$ cat src/rtl/fp16_pkg.sv
// Shared binary16 format constants, operand and pipeline-register types.
package fp16_pkg;

    localparam int EXP_W  = 5;
    localparam int FRAC_W = 10;
    localparam int SIG_W  = FRAC_W + 1;
    localparam int ALN_W  = SIG_W + 3;
    localparam logic [EXP_W-1:0] BIAS    = 5'd15;
    localparam logic [EXP_W-1:0] EXP_MAX = 5'd31;
    localparam logic [15:0] QNAN    = 16'h7E00;
    localparam logic [15:0] POS_INF = 16'h7C00;

    typedef struct packed {
        logic              sign;
        logic [EXP_W-1:0]  exp;
        logic [SIG_W-1:0]  sig;
        logic              is_nan;
        logic              is_inf;
    } operand_t;

    typedef struct packed {
        logic              sign_big;
        logic              flag;
        logic [EXP_W-1:0]  exp_big;
        logic [SIG_W-1:0]  sig_big;
        logic [ALN_W-1:0]  sml_aln;
        logic              spec_vld;
        logic [15:0]       spec_val;
    } stage1_t;

    // Subnormals are flushed to zero here so nothing downstream sees them.
    function automatic operand_t unpack(input logic [15:0] raw);
        operand_t op;
        op.sign   = raw[15];
        op.exp    = raw[14:10];
        op.sig    = (raw[14:10] == '0) ? '0 : {1'b1, raw[9:0]};
        op.is_nan = (raw[14:10] == EXP_MAX) && (raw[9:0] != '0);
        op.is_inf = (raw[14:10] == EXP_MAX) && (raw[9:0] == '0);
        return op;
    endfunction

endpackage

$ cat src/rtl/fp16_lzc.sv
// Leading-zero count over an 11-bit significand plus guard/round/sticky.
// Purely combinational; all-zero input reports 14.
module fp16_lzc
    import fp16_pkg::*;
(
    input  logic [ALN_W-1:0] dat,
    output logic [4:0]       cnt
);

    always_comb begin
        cnt = 5'd14;
        for (int i = 0; i < ALN_W; i++) begin
            if (dat[i]) begin
                cnt = 5'(ALN_W - 1 - i);
            end
        end
    end

endmodule

$ cat src/rtl/fp16_adder.sv
// Two-stage binary16 adder, round-to-nearest-even, flush-to-zero.
// Latency 2 cycles, one operand pair per cycle, no backpressure.
module fp16_adder
    import fp16_pkg::*;
(
    input  logic        clk,
    input  logic        rst,
    input  logic [15:0] numi1,
    input  logic [15:0] numi2,
    output logic [15:0] ans,
    output logic        sign1o,
    output logic        sign2o,
    output logic [4:0]  exp1o,
    output logic [4:0]  exp2o,
    output logic [4:0]  expdiffo,
    output logic        szo,
    output logic [4:0]  ra,
    output logic        flago,
    output logic [4:0]  lambdao,
    output logic [10:0] mro,
    output logic [4:0]  rexpo
);

    operand_t         op1, op2;
    logic             swap;
    logic             big_sign;
    logic [EXP_W-1:0] big_exp, sml_exp, diff;
    logic [SIG_W-1:0] big_sig, sml_sig;
    logic [ALN_W-1:0] sml_ext, sml_shr;
    logic             lost;
    stage1_t          s1_d, s1_q;

    always_comb begin
        op1 = unpack(numi1);
        op2 = unpack(numi2);
        // Ties keep numi1 as the larger operand.
        swap     = {op2.exp, op2.sig[FRAC_W-1:0]} > {op1.exp, op1.sig[FRAC_W-1:0]};
        big_sign = swap ? op2.sign : op1.sign;
        big_exp  = swap ? op2.exp  : op1.exp;
        big_sig  = swap ? op2.sig  : op1.sig;
        sml_exp  = swap ? op1.exp  : op2.exp;
        sml_sig  = swap ? op1.sig  : op2.sig;
        diff     = big_exp - sml_exp;

        // Oversized shifts shift everything out, leaving only the sticky bit.
        sml_ext = {sml_sig, 3'b000};
        sml_shr = sml_ext >> diff;
        lost    = |(sml_ext & ~(14'h3FFF << diff));

        s1_d.sign_big = big_sign;
        s1_d.flag     = op1.sign ^ op2.sign;
        s1_d.exp_big  = big_exp;
        s1_d.sig_big  = big_sig;
        s1_d.sml_aln  = {sml_shr[ALN_W-1:1], sml_shr[0] | lost};
        s1_d.spec_vld = op1.is_nan | op2.is_nan | op1.is_inf | op2.is_inf;
        if (op1.is_nan || op2.is_nan || (op1.is_inf && op2.is_inf && (op1.sign != op2.sign))) begin
            s1_d.spec_val = QNAN;
        end else if (op1.is_inf) begin
            s1_d.spec_val = {op1.sign, POS_INF[14:0]};
        end else begin
            s1_d.spec_val = {op2.sign, POS_INF[14:0]};
        end
    end

    always_ff @(posedge clk) begin
        if (rst) begin
            s1_q     <= '0;
            sign1o   <= 1'b0;
            sign2o   <= 1'b0;
            exp1o    <= '0;
            exp2o    <= '0;
            expdiffo <= '0;
            szo      <= 1'b0;
            ra       <= '0;
        end else begin
            s1_q     <= s1_d;
            sign1o   <= op1.sign;
            sign2o   <= op2.sign;
            exp1o    <= op1.exp;
            exp2o    <= op2.exp;
            expdiffo <= diff;
            szo      <= swap;
            ra       <= big_exp;
        end
    end

    logic [ALN_W:0]   sum;
    logic             carry;
    logic [4:0]       lz;
    logic [ALN_W-1:0] norm;
    logic [6:0]       exp_n, exp_f;
    logic [SIG_W-1:0] mant;
    logic             rnd;
    logic [SIG_W:0]   mant_r;
    logic [9:0]       frac_f;
    logic             ovf, unf;
    logic [15:0]      res;
    logic [4:0]       lam;

    fp16_lzc u_lzc (
        .dat (sum[ALN_W-1:0]),
        .cnt (lz)
    );

    always_comb begin
        // Magnitude ordering guarantees the subtraction never goes negative.
        if (s1_q.flag) begin
            sum = {1'b0, s1_q.sig_big, 3'b000} - {1'b0, s1_q.sml_aln};
        end else begin
            sum = {1'b0, s1_q.sig_big, 3'b000} + {1'b0, s1_q.sml_aln};
        end
        carry = sum[ALN_W];

        if (carry) begin
            norm  = {sum[ALN_W:2], sum[1] | sum[0]};
            exp_n = {2'b00, s1_q.exp_big} + 7'd1;
            lam   = 5'd0;
        end else begin
            norm  = sum[ALN_W-1:0] << lz;
            exp_n = {2'b00, s1_q.exp_big} - {2'b00, lz};
            lam   = lz;
        end

        mant   = norm[ALN_W-1:3];
        rnd    = norm[2] & (norm[1] | norm[0] | mant[0]);
        mant_r = {1'b0, mant} + {{SIG_W{1'b0}}, rnd};
        if (mant_r[SIG_W]) begin
            frac_f = mant_r[SIG_W-1:1];
            exp_f  = exp_n + 7'd1;
        end else begin
            frac_f = mant_r[FRAC_W-1:0];
            exp_f  = exp_n;
        end

        ovf = !exp_f[6] && (exp_f >= {2'b00, EXP_MAX});
        unf = exp_f[6] || (exp_f == 7'd0);

        res = {s1_q.sign_big, exp_f[4:0], frac_f};
        if (s1_q.spec_vld) begin
            res = s1_q.spec_val;
            lam = 5'd0;
        end else if (sum == '0) begin
            // Opposite-sign cancellation gives +0; like-signed zeros keep their sign.
            res = s1_q.flag ? 16'h0000 : {s1_q.sign_big, 15'h0000};
            lam = 5'd0;
        end else if (ovf) begin
            res = {s1_q.sign_big, POS_INF[14:0]};
            lam = 5'd0;
        end else if (unf) begin
            res = {s1_q.sign_big, 15'h0000};
            lam = 5'd0;
        end
    end

    always_ff @(posedge clk) begin
        if (rst) begin
            ans     <= '0;
            flago   <= 1'b0;
            lambdao <= '0;
            mro     <= '0;
            rexpo   <= '0;
        end else begin
            ans     <= res;
            flago   <= s1_q.flag;
            lambdao <= lam;
            mro     <= {|res[14:10], res[9:0]};
            rexpo   <= res[14:10];
        end
    end

endmodule

$ cat config.mk
export PLATFORM = sky130hd
export DESIGN_NAME = fp16_adder
export DESIGN_NICKNAME = d
export VERILOG_FILES = /design/src/rtl/fp16_pkg.sv /design/src/rtl/fp16_lzc.sv /design/src/rtl/fp16_adder.sv
export SDC_FILE = /design/constraint.sdc
export NUM_CORES = 1
export LEC_CHECK = 0
export CELL_PAD_IN_SITES_DETAIL_PLACEMENT = 0
export CELL_PAD_IN_SITES_GLOBAL_PLACEMENT = 2
export CORE_MARGIN = 1.5
export CORE_UTILIZATION = 33
export DETAILED_ROUTE_END_ITERATION = 16
export PLACE_DENSITY_LB_ADDON = 0.2
export SYNTH_ARGS = -nofsm -noshare
export SYNTH_HDL_FRONTEND = slang
export SYNTH_SLANG_ARGS = --single-unit
$ cat constraint.sdc
create_clock -name clk -period 11.7 [get_ports clk]
set_clock_uncertainty 0.2 [all_clocks]
set_input_delay 3.51 -clock clk [delete_from_list [all_inputs] [get_ports clk]]
set_output_delay 3.51 -clock clk [all_outputs]
set_load 0.005 [all_outputs]
**Word level (Yosys, flattened, before mapping)**

Index checks and enable logic that the tools add are counted.

- Input port bits: 34
- Register bits after elaboration: 105
- Output and inout bits: 61
- Logic and storage cells: 101

- Add/subtract/negate cells: 7
- Bitwise gates (word level): 11
- Magnitude comparators: 2
- Reductions and logical operators: 23
- Mux-type cells: 33
- Equality and inequality tests: 3
- Shifts and indexed selects: 3

Operator list:

| cell | count |
|---|---|
| 16-bit 2-to-1 mux | 4 |
| 15-bit 2-to-1 mux | 4 |
| 11-bit 2-to-1 mux | 4 |
| 4-bit 2-to-1 mux | 8 |
| 10-bit zero test | 2 |
| 10-bit nonzero test | 2 |
| 14-bit by 14-bit adder with 15-bit output | 1 |
| 15-bit greater-than comparator | 1 |
| 15-bit zero test | 1 |
| 14-bit by 14-bit subtractor with 15-bit output | 1 |
| 14-bit AND | 1 |
| 14-bit 2-to-1 mux | 1 |
| 7-bit 2-to-1 mux | 2 |
| 14-bit inverter | 1 |
| 14-bit OR reduction | 1 |
| 14-bit by 5-bit left shift with 14-bit output | 1 |
| 14-bit by 5-bit left shift with 14-bit output, first input constant | 1 |
| 14-bit by 5-bit >> shifter with 14-bit output | 1 |
| 11-bit by 1-bit adder with 12-bit output | 1 |
| 3-bit 2-to-1 mux | 4 |
| 5-bit == test, second input constant | 2 |
| 5-bit zero test | 2 |
| 10-bit 2-to-1 mux | 1 |
| 5-bit 2-to-1 mux | 2 |
| 18 further kinds | 33 |

**Longest topological paths before layout**

- Word-level depth: 30
- Depth in mapped cells: 33

**Modules after synthesis**

A second synthesis with hierarchy kept.

- Cells, all modules: 978
- Area total of the unflattened synthesis: 7,215.7 sq um

By module, submodules not included:

| module | area each (sq um) | instances | cells each |
|---|---|---|---|
| fp16_adder | 7,058.0 | 1 | 951 |
| fp16_lzc | 157.7 | 1 | 27 |

**Worst setup path after synthesis**

No wires, ideal clock.

- Path type: in2reg
- Start: input port numi2[11]
- End: register s1_q[18] (netlist name)
- Path slack: 2.330 ns
- Path buffers: 6
- Stages on the path: 32
- Required time: 11.414 ns
- Library setup time: 0.086 ns
- Arrival: 9.085 ns
- Cell sequence: clkbuf_1 -> nor3_1 -> nand2_1 -> clkbuf_1 -> nand2_1 -> inv_1 -> ha_1 -> nor2b_1 -> o21a_1 -> o21a_1 -> o21a_1 -> o21a_1 -> o21ai_0 -> a21oi_1 -> o31ai_1 -> a21o_1 -> clkbuf_1 -> buf_1 -> clkbuf_1 -> nor2_1 -> a21oi_1 -> ha_1 -> inv_1 -> nand2_1 -> a211oi_1 -> o21ai_0 -> o2111a_1 -> clkbuf_1 -> inv_1 -> a2111oi_0 -> a211oi_1 -> a211oi_1

- Longest elaborated chain between the ends: 6
- Elaborated cells on any way between the ends: 8

RTL lines:

| item | line | RTL |
|---|---|---|
| from (decl) | fp16_adder.sv:9 | `input logic [15:0] numi2,` |
| 5-bit zero test | fp16_pkg.sv:36 | `op.sig = (raw[14:10] == '0) ? '0 : {1'b1, raw[9:0]};` |
| 11-bit 2-to-1 mux | fp16_pkg.sv:36 |  |
| 15-bit greater-than comparator | fp16_adder.sv:37 | `swap = {op2.exp, op2.sig[FRAC_W-1:0]} > {op1.exp, op1.sig[FRAC_W-1:0]};` |
| 5-bit 2-to-1 mux, on equally long branches | fp16_adder.sv:39, fp16_adder.sv:41 |  |
| 5-bit subtractor | fp16_adder.sv:43 | `diff = big_exp - sml_exp;` |
| 14-bit by 5-bit >> shifter with 14-bit output * | fp16_adder.sv:47 | `sml_shr = sml_ext >> diff;` |
| to (signal assigned) | fp16_adder.sv:67 | `s1_q <= '0;` |
| to (signal assigned) | fp16_adder.sv:76 | `s1_q <= s1_d;` |
| to (decl) | fp16_adder.sv:31 | `stage1_t s1_d, s1_q;` |

Mark *: on every way between the ends. The rest lies on a longest branch, timed or not.
A chain may end at the register's enable or synchronous reset.

**Final worst setup path**

- Start: input port numi2[11]
- End: register s1_q[17] (netlist name)

- Longest elaborated chain between the ends: 10
- Elaborated cells on any way between the ends: 13

RTL lines:

| item | line | RTL |
|---|---|---|
| 5-bit zero test | fp16_pkg.sv:36 |  |
| 11-bit 2-to-1 mux | fp16_pkg.sv:36 |  |
| 15-bit greater-than comparator | fp16_adder.sv:37 |  |
| 5-bit 2-to-1 mux, on equally long branches | fp16_adder.sv:39, fp16_adder.sv:41 |  |
| 5-bit subtractor * | fp16_adder.sv:43 |  |
| named net diff[1] | fp16_adder.sv:27 | `logic [EXP_W-1:0] big_exp, sml_exp, diff;` |
| 14-bit by 5-bit left shift with 14-bit output | fp16_adder.sv:48 | `lost = \|(sml_ext & ~(14'h3FFF << diff));` |
| 14-bit inverter | fp16_adder.sv:48 |  |
| 14-bit AND | fp16_adder.sv:48 |  |
| 14-bit OR reduction | fp16_adder.sv:48 |  |
| 1-bit OR * | fp16_adder.sv:54 | `s1_d.sml_aln = {sml_shr[ALN_W-1:1], sml_shr[0] \| lost};` |

The timed path passes the listed nets; every way through them passes the cells marked *.

==> summary.md <==
- **outcome** complete, no violations
- **1st-iter DRT viols** 416
- **wire length of the first global-routing pass** 36,840 µm
- **fraction of final layout cells with drive strength greater than 1** 8.308%
- **post-CTS setup buffer count** 0
- **fraction of registers with async set/reset** 0%
- **total core area** 21,760 µm²
- **worst-skew pair later-pin latency** 0.34 ns
- **drt via density** 5.555
- **clock buffers created by TritonCTS** 9
- **area growth from synthesis to layout** 17.02%
- **Worst setup EP type** flop
- **detailed placer's ending HPWL** 18,480 µm
- **final total power** 1.580 mW
- **Resized cells post-CTS** 0
- **mean cell area of the mapped netlist** 7.684 µm²
- **setup tns final** 0 ns
- **routability congestion estimate** 0.8694
- **CTS root buf** sky130_fd_sc_hd__clkbuf_16
- **path category of the worst min-delay check** flop to flop
- **Synthesis Warnings** 0
- **Most used DFF post-synth** sky130_fd_sc_hd__dfxtp_1
- **most common cell after layout, fill and taps aside** sky130_fd_sc_hd__nor2_1
- **post-synthesis net count** 1,032
- **IO Pins** 95
- **Tot GR Track Use** 20.54%
- **CP startpoint kind** primary input
- **number of antenna violations at the first check in global routing** 0
- **count of inserted antenna diode cells** 0
- **clock period minus worst slack** 9.458 ns
- **sequential cell area fraction in the yosys report** 20.84%
- **global-route congestion overflow total** 0
- **setup repair after global routing missed its margin** false
- **Post-synth EDFFs** 0
- **critical-path cell with the highest stage delay** sky130_fd_sc_hd__o31ai_1
- **peak fanout along the critical path** 13
- **total count of hold-check failures in the final report** 0
- **Total Wirelength** 23,440 µm
- **horizontal die dimension** 151.7 µm
- **full die area** 23,020 µm²
- **synthesized instance count** 950
- **Min Hold Slack** 0.2714 ns
- **ordered list of cells on the worst path** clkdlybuf4s50_1 > nor3_1 > nand2_1 > nand2_1 > inv_1 > ha_1 > nor2b_1 > o21a_1 > o21a_1 > o21a_1 > o21a_1 > o21ai_0 > a21oi_1 > o31ai_1 > a21o_1 > and3_1 > a21oi_1 > ha_1 > inv_1 > mux4_2 > mux2i_1 > a211oi_1 > a221o_1 > a31oi_1
- **clock tree from TritonCTS** done
- **antenna-violating nets left** 0
- **Chip Height** 151.7 µm
- **post-place instance area** 8252 µm²
- **final clock period utilization by the worst path** 80.84%
- **clk slew on worst S/H paths** 0.07 ns
- **number of global-route vias before repair** 6,772
- **Worst IR Drop VDD** 0.07736 mV
- **Max Slew Vio Count** 0
- **total power density per cell area** 184.9 nW/µm²
- **highest clock frequency the design can meet** 0.1057 GHz
- **via count** 7,105
- **worst slew pin tran** 1.021 ns
- **area leader, netlist** sky130_fd_sc_hd__dfxtp_1
- **std cell rows** 54
- **area share of the leading cell type in the synthesized netlist** 20.84%
- **detail-routed net length per standard cell** 18.33 µm
- **PortBufs** 93
- **kind of critical path** primary input to flop
- **CTS HTree Levels** 3
- **maximum cell stage delay along the critical path** 0.63 ns
- **first-pass iteration count of the detailed router** 5
- **number of synthesized register bits** 76
- **leakage power** 3.391 nW
- **cells taking the most area after synthesis** sky130_fd_sc_hd__dfxtp_1, sky130_fd_sc_hd__ha_1, sky130_fd_sc_hd__nor2_1
- **number of buffers inserted for hold repair after clock tree synthesis** 0
- **post-route cell area** 8542 µm²
- **Synth Cell Area** 7300 µm²
- **Final Net Count** 1,076
- **Relative slew margins** 31.04%
- **residual DRC count** 0
- **maximum number of pins on one net before global-route repair** 45
- **initial core utilization** 33.55%
- **number of failing setup endpoints in the final timing report** 0
- **distinct cell type count of the synthesized netlist** 97
- **clock sink total** 76
- **most frequent cells in the layout** sky130_fd_sc_hd__nor2_1, sky130_fd_sc_hd__clkdlybuf4s50_1, sky130_fd_sc_hd__nand2_1, sky130_fd_sc_hd__dfxtp_1, sky130_fd_sc_hd__a21oi_1
- **Max clock buf depth** 2
- **most used cell, CP** sky130_fd_sc_hd__o21a_1
- **Maximum Capacitance Violations** 0
- **data required time at the worst endpoint** 11.76 ns
- **endpoint arrival time on the critical path** 9.52 ns
==> per-stage QoR <==
stage	setup WS (ns)	utilization, %	cells
after floorplan	2.330	-	950
after global placement	1.972	37.93	1263
after detailed placement	1.928	37.93	1263
after CTS	2.269	39.26	1279
after global routing	1.732	39.26	1279
final	2.242	39.26	1279
==> registers in the layout, indices dropped and copies added (netlist names) <==
| signal | cells |
|---|---|
| ans | 16 |
| exp1o | 5 |
| exp2o | 5 |
| expdiffo | 5 |
| flago | 1 |
| lambdao | 4 |
| mro | 1 |
| s1_q | 36 |
| sign1o | 1 |
| sign2o | 1 |
| szo | 1 |
==> cell type report <==
| class | count | area (µm²) |
|---|---|---|
| Sequential cell | 76 | 1521 |
| Clock inverter | 7 | 65.06 |
| Timing Repair Buffer | 101 | 985.9 |
| Multi-Input combinational cell | 748 | 5172 |
| Tap cell | 280 | 350.3 |
| Clock buffer | 9 | 225.2 |
| Fill cell | 2319 | 13210 |
| Inverter | 58 | 221.5 |
==> path summary, 6_finish.rpt <==
kind	from	end	slack, ns	depth (start not counted)
worst max-delay path	numi2[11]	s1_q[17]$_SDFF_PP0_	2.24	24
worst min-delay path	s1_q[15]$_SDFF_PP0_	ans[15]$_SDFF_PP0_	0.27	2
worst max register to register	s1_q[17]$_SDFF_PP0_	ans[2]$_SDFF_PP0_	4.24	23
worst min register to register	s1_q[15]$_SDFF_PP0_	ans[15]$_SDFF_PP0_	0.27	2
==> kinds of logic after synthesis <==
| group | after synthesis | share of synthesized area [%] |
|---|---|---|
| buf+inv | 126 | 8.348 |
| compound gates | 280 | 27.79 |
| xor+xnor | 25 | 3.000 |
| mux | 44 | 7.422 |
| fa+ha+maj | 48 | 8.433 |
| simple gates | 350 | 24.12 |
| flops | 76 | 20.84 |
| other cells | 1 | 0.05137 |
==> per-layer routing <==
| layer | share of wire [%] | up-vias | routed length, µm | GRT usage, % |
|---|---|---|---|---|
| met5 | 0 | - | 0 | 0 |
| met4 | 2.6 | 0 | 621 | 6.683 |
| met3 | 3.4 | 43 | 789 | 2.485 |
| met2 | 48 | 192 | 11150 | 34.43 |
| met1 | 46 | 3309 | 10880 | 27.25 |
| li1 | - | 3561 | - | - |
==> critical path, delay by kind of cell <==
family          cells  cell delay (ns)
buf+inv             3             1.06
simple gates        5             1.10
compound gates     12             2.48
mux                 2             0.62
fa+ha+maj           2             0.76
==> Yosys cell counts, types with 5 or more instances <==
| cell | n |
|---|---|
| sky130_fd_sc_hd__mux2_2 | 7 |
| sky130_fd_sc_hd__nor2_1 | 101 |
| sky130_fd_sc_hd__nor2b_1 | 22 |
| sky130_fd_sc_hd__buf_4 | 24 |
| sky130_fd_sc_hd__nand2b_1 | 10 |
| sky130_fd_sc_hd__xnor2_1 | 17 |
| sky130_fd_sc_hd__nor4_1 | 11 |
| sky130_fd_sc_hd__nor4_2 | 5 |
| sky130_fd_sc_hd__nand4_1 | 12 |
| sky130_fd_sc_hd__a31oi_1 | 13 |
| sky130_fd_sc_hd__and2_1 | 12 |
| sky130_fd_sc_hd__o21ai_0 | 36 |
| sky130_fd_sc_hd__a21o_1 | 9 |
| sky130_fd_sc_hd__inv_1 | 55 |
| sky130_fd_sc_hd__a211oi_1 | 27 |
| sky130_fd_sc_hd__nand3_1 | 20 |
| sky130_fd_sc_hd__nor3_1 | 31 |
| sky130_fd_sc_hd__a221oi_1 | 6 |
| sky130_fd_sc_hd__o22ai_1 | 6 |
| sky130_fd_sc_hd__o31ai_1 | 6 |
| sky130_fd_sc_hd__mux2i_1 | 29 |
| sky130_fd_sc_hd__a211o_1 | 7 |
| sky130_fd_sc_hd__o211ai_1 | 8 |
| sky130_fd_sc_hd__a32oi_1 | 5 |
| sky130_fd_sc_hd__nand2_1 | 90 |
| sky130_fd_sc_hd__mux4_2 | 7 |
| sky130_fd_sc_hd__dfxtp_1 | 76 |
| sky130_fd_sc_hd__clkbuf_1 | 25 |
| sky130_fd_sc_hd__o21ai_1 | 5 |
| sky130_fd_sc_hd__xor2_1 | 8 |
| sky130_fd_sc_hd__buf_2 | 10 |
| sky130_fd_sc_hd__buf_1 | 5 |
| sky130_fd_sc_hd__ha_1 | 46 |
| sky130_fd_sc_hd__o21a_1 | 10 |
| sky130_fd_sc_hd__a21oi_1 | 74 |
| sky130_fd_sc_hd__and3_1 | 11 |
==> power breakdown <==
part	switching (mW)	internal, mW	total, mW
logic	0.586	0.393	0.979
registers	0.0249	0.299	0.323
clock network	0.129	0.149	0.278
Power figures use the tool's default switching activity.
